[src/rtl/bist_fault_tx.sv]
// Fault-report transmitter: buffers fault records in a FIFO and replays them to the
// BIRA as spaced one-cycle fault_detect strobes, closed by a one-cycle test_end strobe.
module bist_fault_tx #(
    parameter int DEPTH = 16,
    parameter int GAP   = 2,
    parameter int CW    = $clog2(DEPTH + 1)
) (
    input  logic          clk,
    input  logic          rst,
    input  logic          load_valid,
    input  logic [29:0]   load_data,
    output logic          load_ready,
    input  logic          start,
    input  logic          early_term,
    output logic          fault_detect,
    output logic [9:0]    row_add_in,
    output logic [9:0]    col_add_in,
    output logic [7:0]    col_flag,
    output logic [1:0]    bank_in,
    output logic          test_end,
    output logic          busy,
    output logic          aborted,
    output logic [CW-1:0] sent_count
);
    localparam int AW = $clog2(DEPTH);
    localparam int GW = (GAP < 2) ? 1 : $clog2(GAP);

    localparam logic [1:0] S_IDLE = 2'd0;
    localparam logic [1:0] S_SEND = 2'd1;
    localparam logic [1:0] S_GAP  = 2'd2;
    localparam logic [1:0] S_END  = 2'd3;

    typedef struct packed {
        logic [1:0] bank;
        logic [9:0] row;
        logic [9:0] col;
        logic [7:0] flag;
    } fault_rec_t;

    logic [1:0]    state, state_nx;
    fault_rec_t    mem [DEPTH];
    logic [AW-1:0] wr_ptr, rd_ptr;
    logic [CW-1:0] occ;
    logic [GW-1:0] gap_cnt;
    logic          push, pop, flush, avail, start_acc;
    fault_rec_t    head;

    assign load_ready = (state == S_IDLE) && (occ < CW'(DEPTH));
    assign push       = load_valid && load_ready;
    assign start_acc  = (state == S_IDLE) && start;
    // A record loaded on the start edge into an empty FIFO is forwarded straight out.
    assign avail      = (occ != '0) || push;
    assign head       = (occ == '0) ? fault_rec_t'(load_data) : mem[rd_ptr];
    assign flush      = ((state == S_SEND) || (state == S_GAP)) && early_term;

    always_comb begin
        state_nx = state;
        case (state)
            S_IDLE: if (start) state_nx = avail ? S_SEND : S_END;
            S_SEND: begin
                if (early_term)        state_nx = S_END;
                else if (GAP > 0)      state_nx = S_GAP;
                else if (occ != '0)    state_nx = S_SEND;
                else                   state_nx = S_END;
            end
            S_GAP: begin
                if (early_term)        state_nx = S_END;
                else if (gap_cnt == '0) state_nx = (occ != '0) ? S_SEND : S_END;
            end
            S_END:   state_nx = S_IDLE;
            default: state_nx = S_IDLE;
        endcase
    end

    // The pop happens on the edge entering SEND so the strobe and data are registered.
    assign pop = (state_nx == S_SEND);

    always_ff @(posedge clk) begin
        if (push) mem[wr_ptr] <= fault_rec_t'(load_data);
    end

    always_ff @(posedge clk or negedge rst) begin
        if (!rst) begin
            wr_ptr <= '0;
            rd_ptr <= '0;
            occ    <= '0;
        end else if (flush) begin
            wr_ptr <= '0;
            rd_ptr <= '0;
            occ    <= '0;
        end else begin
            if (push) wr_ptr <= wr_ptr + AW'(1);
            if (pop)  rd_ptr <= rd_ptr + AW'(1);
            case ({push, pop})
                2'b10:   occ <= occ + CW'(1);
                2'b01:   occ <= occ - CW'(1);
                default: occ <= occ;
            endcase
        end
    end

    always_ff @(posedge clk or negedge rst) begin
        if (!rst) begin
            state        <= S_IDLE;
            gap_cnt      <= '0;
            fault_detect <= 1'b0;
            test_end     <= 1'b0;
            busy         <= 1'b0;
            aborted      <= 1'b0;
            sent_count   <= '0;
            row_add_in   <= '0;
            col_add_in   <= '0;
            col_flag     <= '0;
            bank_in      <= '0;
        end else begin
            state        <= state_nx;
            fault_detect <= pop;
            test_end     <= (state_nx == S_END);
            busy         <= (state_nx != S_IDLE);

            if (pop) begin
                row_add_in <= head.row;
                col_add_in <= head.col;
                col_flag   <= head.flag;
                bank_in    <= head.bank;
                sent_count <= start_acc ? CW'(1) : sent_count + CW'(1);
            end else if (start_acc) begin
                sent_count <= '0;
            end

            if (start_acc)  aborted <= 1'b0;
            else if (flush) aborted <= 1'b1;

            if (state == S_SEND && state_nx == S_GAP) gap_cnt <= GW'(GAP - 1);
            else if (state == S_GAP && gap_cnt != '0) gap_cnt <= gap_cnt - GW'(1);
        end
    end
endmodule
[config.mk]
export PLATFORM = sky130hd
export DESIGN_NAME = bist_fault_tx
export DESIGN_NICKNAME = d
export VERILOG_FILES = /design/src/rtl/bist_fault_tx.sv
export SDC_FILE = /design/constraint.sdc
export NUM_CORES = 1
export LEC_CHECK = 0
export ABC_AREA = 1
export BUFFER_PORTS_ARGS = -buffer_cell sky130_fd_sc_hd__clkbuf_2
export CAP_MARGIN = 20
export CELL_PAD_IN_SITES_DETAIL_PLACEMENT = 0
export CELL_PAD_IN_SITES_GLOBAL_PLACEMENT = 1
export CORE_MARGIN = 1.5
export CORE_UTILIZATION = 37
export DETAILED_ROUTE_END_ITERATION = 12
export PLACE_DENSITY_LB_ADDON = 0.1
export SLEW_MARGIN = 10
export SYNTH_ARGS = -nofsm -noshare
export SYNTH_HDL_FRONTEND = slang
export SYNTH_SLANG_ARGS = --single-unit
export TNS_END_PERCENT = 50
[constraint.sdc]
create_clock -name clk -period 4.75 [get_ports clk]
set_input_delay 0.95 -clock clk [delete_from_list [all_inputs] [get_ports clk]]
set_output_delay 0.95 -clock clk [all_outputs]
set_load 0.005 [all_outputs]
Yosys cells after proc, flatten, opt, wreduce, memory -nomap -nowiden
Memory sizes are Yosys's and may differ from the RTL's.
Cells that the tools add are included.
- bits in writable memories: 480
- output and inout port bits: 40
- bits of input ports: 35
- memories kept: 1
- register bits after elaboration: 55
- memories (memory ; depth ; bits a word ; rd ports ; clocked after Yosys merged registers in ; write ports ; RTL line ; RTL):
    mem ; 16 ; 30 ; 1 ; 0 ; 1 ; 41 ; fault_rec_t mem [DEPTH];
- muxes and demuxes: 23
- equal/unequal tests: 8
- reductions and logical operators: 18
- add/subtract/negate cells: 6
- $lt $le $gt $ge: 1
- operators with widths (cell ; number):
    two-way mux 30 bit ; 1
    two-way mux 5 bit ; 4
    two-way mux 4 bit ; 4
    nonzero test 2 bit ; 6
    adder 5 x 1 -> 5 bit, second input constant ; 2
    equality test 2 bit, second input constant ; 5
    two-way mux 2 bit ; 5
    case mux 5 bit (2 select lines) ; 1
    adder 4 x 1 -> 4 bit, second input constant ; 2
    case mux 2 bit (4 select lines) ; 1
    two-way mux 1 bit ; 7
    equality test 2 x 1 -> 1 bit, second input constant ; 3
    logical AND 1 bit ; 6
    zero test 5 bit ; 1
    less-than comparator 5 bit, second input constant ; 1
    nonzero test 5 bit ; 1
    subtractor 5 x 1 -> 5 bit, second input constant ; 1
    nonzero test 3 bit ; 1
    zero test 2 bit ; 1
    logical OR 1 bit ; 2
    subtractor 1 bit, second input constant ; 1

Depth between registers and ports, before layout
- depth after elaboration: 11
- gate-level depth with buffers: 17
- mapped depth without buffers: 17

Worst setup path after synthesis
OpenSTA, ideal clock, no wires.
- path kind: input to register
- from: input load_valid
- to: memory mem[11][0] (netlist bit) (enable)
- library setup time: 0.417 ns
- setup slack: 1.645 ns
- arrival time: 2.688 ns
- stages: 4
- path through: nand3_4 -> inv_1 -> nand2_1 -> nor2_1
- word-level cells in the longest chain between the ends: 3
- RTL lines (what ; RTL line ; RTL):
    start, declared ; 10 ; input logic load_valid,
    logical AND 1 bit ; 49 ; assign push = load_valid && load_ready;
    two-way mux 1 bit ; 79 ; if (push) mem[wr_ptr] <= fault_rec_t'(load_data);
    two-way mux 1 bit (not written as such) ; 79 ;
    end, declared ; 41 ;
No other way between the ends.

Worst setup path after layout
- from: register state[0]
- to: memory mem[11][27] (netlist bit) (enable)
- word-level cells in the longest chain between the ends: 5
- RTL lines (what ; RTL line ; RTL):
    start, declared ; 40 ; logic [1:0] state, state_nx;
    start signal, assigned ; 116 ; state <= state_nx;
    zero test 2 bit ; 48 ; assign load_ready = (state == S_IDLE) && (occ < CW'(DEPTH));
    logical AND 1 bit ; 48 ;
    logical AND 1 bit ; 49 ;
    two-way mux 1 bit ; 79 ;
    two-way mux 1 bit (not written as such) ; 79 ;
No other way between the ends.

==> summary.md <==
| Metric | Value |
|---|---|
| Vias in the first global route | 13200 |
| Synth unique cells | 37 |
| CTS Buf Count | 58 |
| Vias/cell | 5.38 |
| Period utilization | 0.603 |
| Period minus WS final | 2.86 ns |
| Vias | 13200 |
| Sequential Power Share | 0.385 |
| Clock Latency Late Sink | 0.61 ns |
| Worst Hold Class | reg -> reg |
| Final setup vio count | 0 |
| Clk pin slew, worst setup/hold paths | 0.06 ns |
| Status | completed |
| H-Tree Depth | 2 |
| # diodes | 0 |
| Row cnt | 87 |
| Aggregate routed wire length | 59200 µm |
| Fmax achieved | 0.349 GHz |
| Max-cap viol count | 0 |
| Critical Path RT | 5.00 ns |
| Final Hold Viols | 0 |
| Layout Skew | 0.0136 ns |
| Largest net degree at the start of global routing | 178 |
| Mapped Nets | 1639 |
| # hold bufs at CTS | 0 |
| Sequential area share after synthesis | 0.737 |
| Synthesized area | 21400 µm² |
| Initial DRC Count | 1033 |
| Pins Over Slew Limit | 0 |
| Clock Root Buffer | clkbuf_16 |
| Gr ovfl total | 0 |
| Die X | 244 µm |
| WP buf/inv | 3 |
| Clock sinks | 535 |
| Initial antenna violation count | 0 |
| Switching pwr | 5380 µW |
| Filler Cells Inserted | 5259 |
| Design Power | 14900 µW |
| Ys Warns | 0 |
| PortBufs | 74 |
| Synth Instances | 1592 |
| Top Family by Delay on Critical Path | simple AND/OR/NAND/NOR gates |
| Worst VDD drop | 0.524 mV |
| Largest stage delay, worst path | 0.48 ns |
| # IOs | 75 |
| Avg WL per Cell | 24.1 µm |
| Buffer count from post-CTS setup fixing | 0 |
| Leakage power | 0.00823 µW |
| Crit Path Category | reg -> reg |
| Cell Chain, Critical Path | inv_1 -> ha_1 -> nand3_4 -> inv_1 -> nand2_1 -> nor2_4 -> buf_4 |
| #FFs+latches synth | 535 |
| Share of cells above drive strength 1 | 0.134 |
| PostCTS Resize Cnt | 0 |
| Sw Ratio | 0.361 |
| Slew @ Worst Pin | 1.03 ns |
| Setup TNS | 0 ns |
| Initial core utilization | 0.377 |
| DP HPWL | 33000 µm |
| RSZ-0062 raised after global routing | false |
| Drt drc | 0 |
| CP Launch Type | register |
| Clk pwr share | 0.296 |
| Layout Nets | 1701 |
| Antenna Violating Nets Remaining | 0 |
| Pwr/cell area | 607 nW/µm² |
| Area delta synth->final | 14.6% |
| Internal power | 9530 µW |
| CTS tree | yes |
| Arrival time of the worst setup path | 3.12 ns |
| Slew margin rel. | 0.309 |
| Most frequent CP cell | inv_1 |
| DRT Pass-1 Iters | 7 |
| Syn Area/Cell | 13.5 µm² |
| Total core area | 56800 µm² |
| Maximum clock insertion buffer count | 3 |
| Die Ht | 244 µm |
| Die ar. | 59300 µm² |
| GRT Total Usage | 0.201 |
| Logic gate share of total power | 0.320 |
| GPL Wtd Cong | 0.756 |
| First-pass GRT wire length | 88500 µm |
| Critical Path Slowest Stage Cell | nor2_4 |
| Crit path max fanout | 21 |
| Crit. End Element | register |
## cells in the mapped netlist
master / number / area share
clkbuf_1: 61 / 0.011
mux2i_1: 32 / 0.015
nand2_2: 5 / 0.0015
nor2_1: 270 / 0.047
ha_1: 12 / 0.0070
nand4_1: 1 / 0.00029
nand4_2: 1 / 0.00058
nand3_4: 2 / 0.0016
buf_8: 1 / 0.00070
a21oi_1: 7 / 0.0016
o21ai_0: 247 / 0.058
o21ai_1: 31 / 0.0072
a31oi_1: 1 / 0.00029
xnor2_1: 1 / 0.00041
inv_2: 9 / 0.0016
a211oi_1: 2 / 0.00070
o22ai_1: 55 / 0.016
xor2_1: 4 / 0.0016
dfrtp_1: 55 / 0.064
nand2_1: 89 / 0.016
o221ai_1: 70 / 0.029
nor3_2: 1 / 0.00047
clkinv_1: 1 / 0.00018
inv_1: 23 / 0.0040
nor3_1: 3 / 0.00070
edfxtp_1: 480 / 0.67
buf_6: 17 / 0.0089
o21a_1: 1 / 0.00035
nand3_1: 36 / 0.0084
nor2_2: 1 / 0.00029
buf_4: 4 / 0.0014
buf_1: 1 / 0.00018
nor4_1: 2 / 0.00058
buf_2: 23 / 0.0054
o211ai_1: 40 / 0.014
nor2_4: 2 / 0.0011
nand3_2: 1 / 0.00047
## placed cells by master, fill, tap and decap left out, drive strengths merged
master,count
o221ai,70
inv,34
nand2,94
o21a,1
o21ai,278
nor4,2
clkbuf,154
a211oi,2
clkinvlp,2
o211ai,40
nor2,273
xor2,4
buf,36
edfxtp,480
o22ai,55
nor3,4
a21oi,7
dfrtp,55
xnor2,1
nand4,2
clkinv,17
bufinv,5
a31oi,1
ha,12
nand3,39
mux2i,32
## registers in the layout, indices dropped and copies added, names as in the netlist
signal and flops:
busy 1, rd_ptr 4, fault_detect 1, wr_ptr 4
aborted 1, col_flag 8, state 2, mem 480
sent_count 5, col_add_in 10, occ 5, row_add_in 10
test_end 1, gap_cnt 1, bank_in 2
## final timing paths
| path | start | endpoint | slack [ns] | cells after the start |
|---|---|---|---|---|
| max | state[0] | mem[11][27] | 1.89 | 7 |
| min | col_flag[0] | col_flag[0] | 0.48 | 2 |
| max reg2reg | state[0] | mem[11][27] | 1.89 | 7 |
| min reg2reg | col_flag[0] | col_flag[0] | 0.48 | 2 |
| max in group asynchronous | rst | rd_ptr[0] | 3.55 | 1 |
| min in group asynchronous | rst | gap_cnt | 0.49 | 1 |
## per-layer routing
metal / share of wire / up-vias / track usage
met5: 0 / - / 0
met4: 0.026 / 0 / 0.0590
met3: 0.043 / 93 / 0.0321
met2: 0.46 / 299 / 0.316
met1: 0.47 / 6717 / 0.287
li1: - / 6114 / -
## tightest hold or removal path, cell delays in order, from the launching register on
cell and delay [ns]:
dfrtp_1 0.34, nand2_1 0.05, nand2_1 0.06
## layout make-up
| cell class | count | area, µm² | area share |
|---|---|---|---|
| clock buffer | 81 | 1570 | 0.0639 |
| clock inverter | 25 | 255 | 0.0104 |
| inverter | 33 | 130 | 0.00530 |
| multi-input combinational | 917 | 5040 | 0.205 |
| sequential | 535 | 15800 | 0.644 |
| tap | 756 | 946 | 0.0385 |
| timing repair buffer | 109 | 808 | 0.0329 |
## per-stage QoR
| step | utilization | hold slack, ns | worst slack (ns) | std cells | instance area (µm²) |
|---|---|---|---|---|---|
| final | 0.432 | 0.479 | 1.89 | 2456 | 24500 |
| after global routing | 0.432 | 0.491 | 1.70 | 2456 | 24500 |
| after CTS | 0.431 | 0.475 | 1.83 | 2453 | 24500 |
| after detailed placement | 0.399 | 0.467 | 1.55 | 2347 | 22700 |
| after global placement | 0.397 | 0.463 | 1.54 | 2343 | 22600 |
| after floorplan | - | 0.463 | 1.64 | 1592 | 21400 |
## power by group through the flow
| stage | Sequential [µW] | Combinational (µW) | Clock [µW] |
|---|---|---|---|
| finish | 5730 | 4770 | 4410 |
| global route | 5760 | 5320 | 4670 |
| CTS | 5740 | 4840 | 4510 |
| detailed placement | 5830 | 4820 | 0 |
| global placement | 5830 | 4820 | 0 |
| floorplan | 5760 | 3270 | 0 |
## cells by family (layout without fill, tap and decap cells)
logic type	count (synthesis)	in the layout	synth area share
AO/OA/AOI/OAI	454	454	0.127
flip-flops	535	535	0.737
multiplexers	32	32	0.0150
adder cells (fa/ha/maj)	12	12	0.00701
AND/OR/NAND/NOR	414	414	0.0789
buffers and inverters	140	248	0.0331
XOR/XNOR	5	5	0.00204
Power figures use the tool's default switching activity.
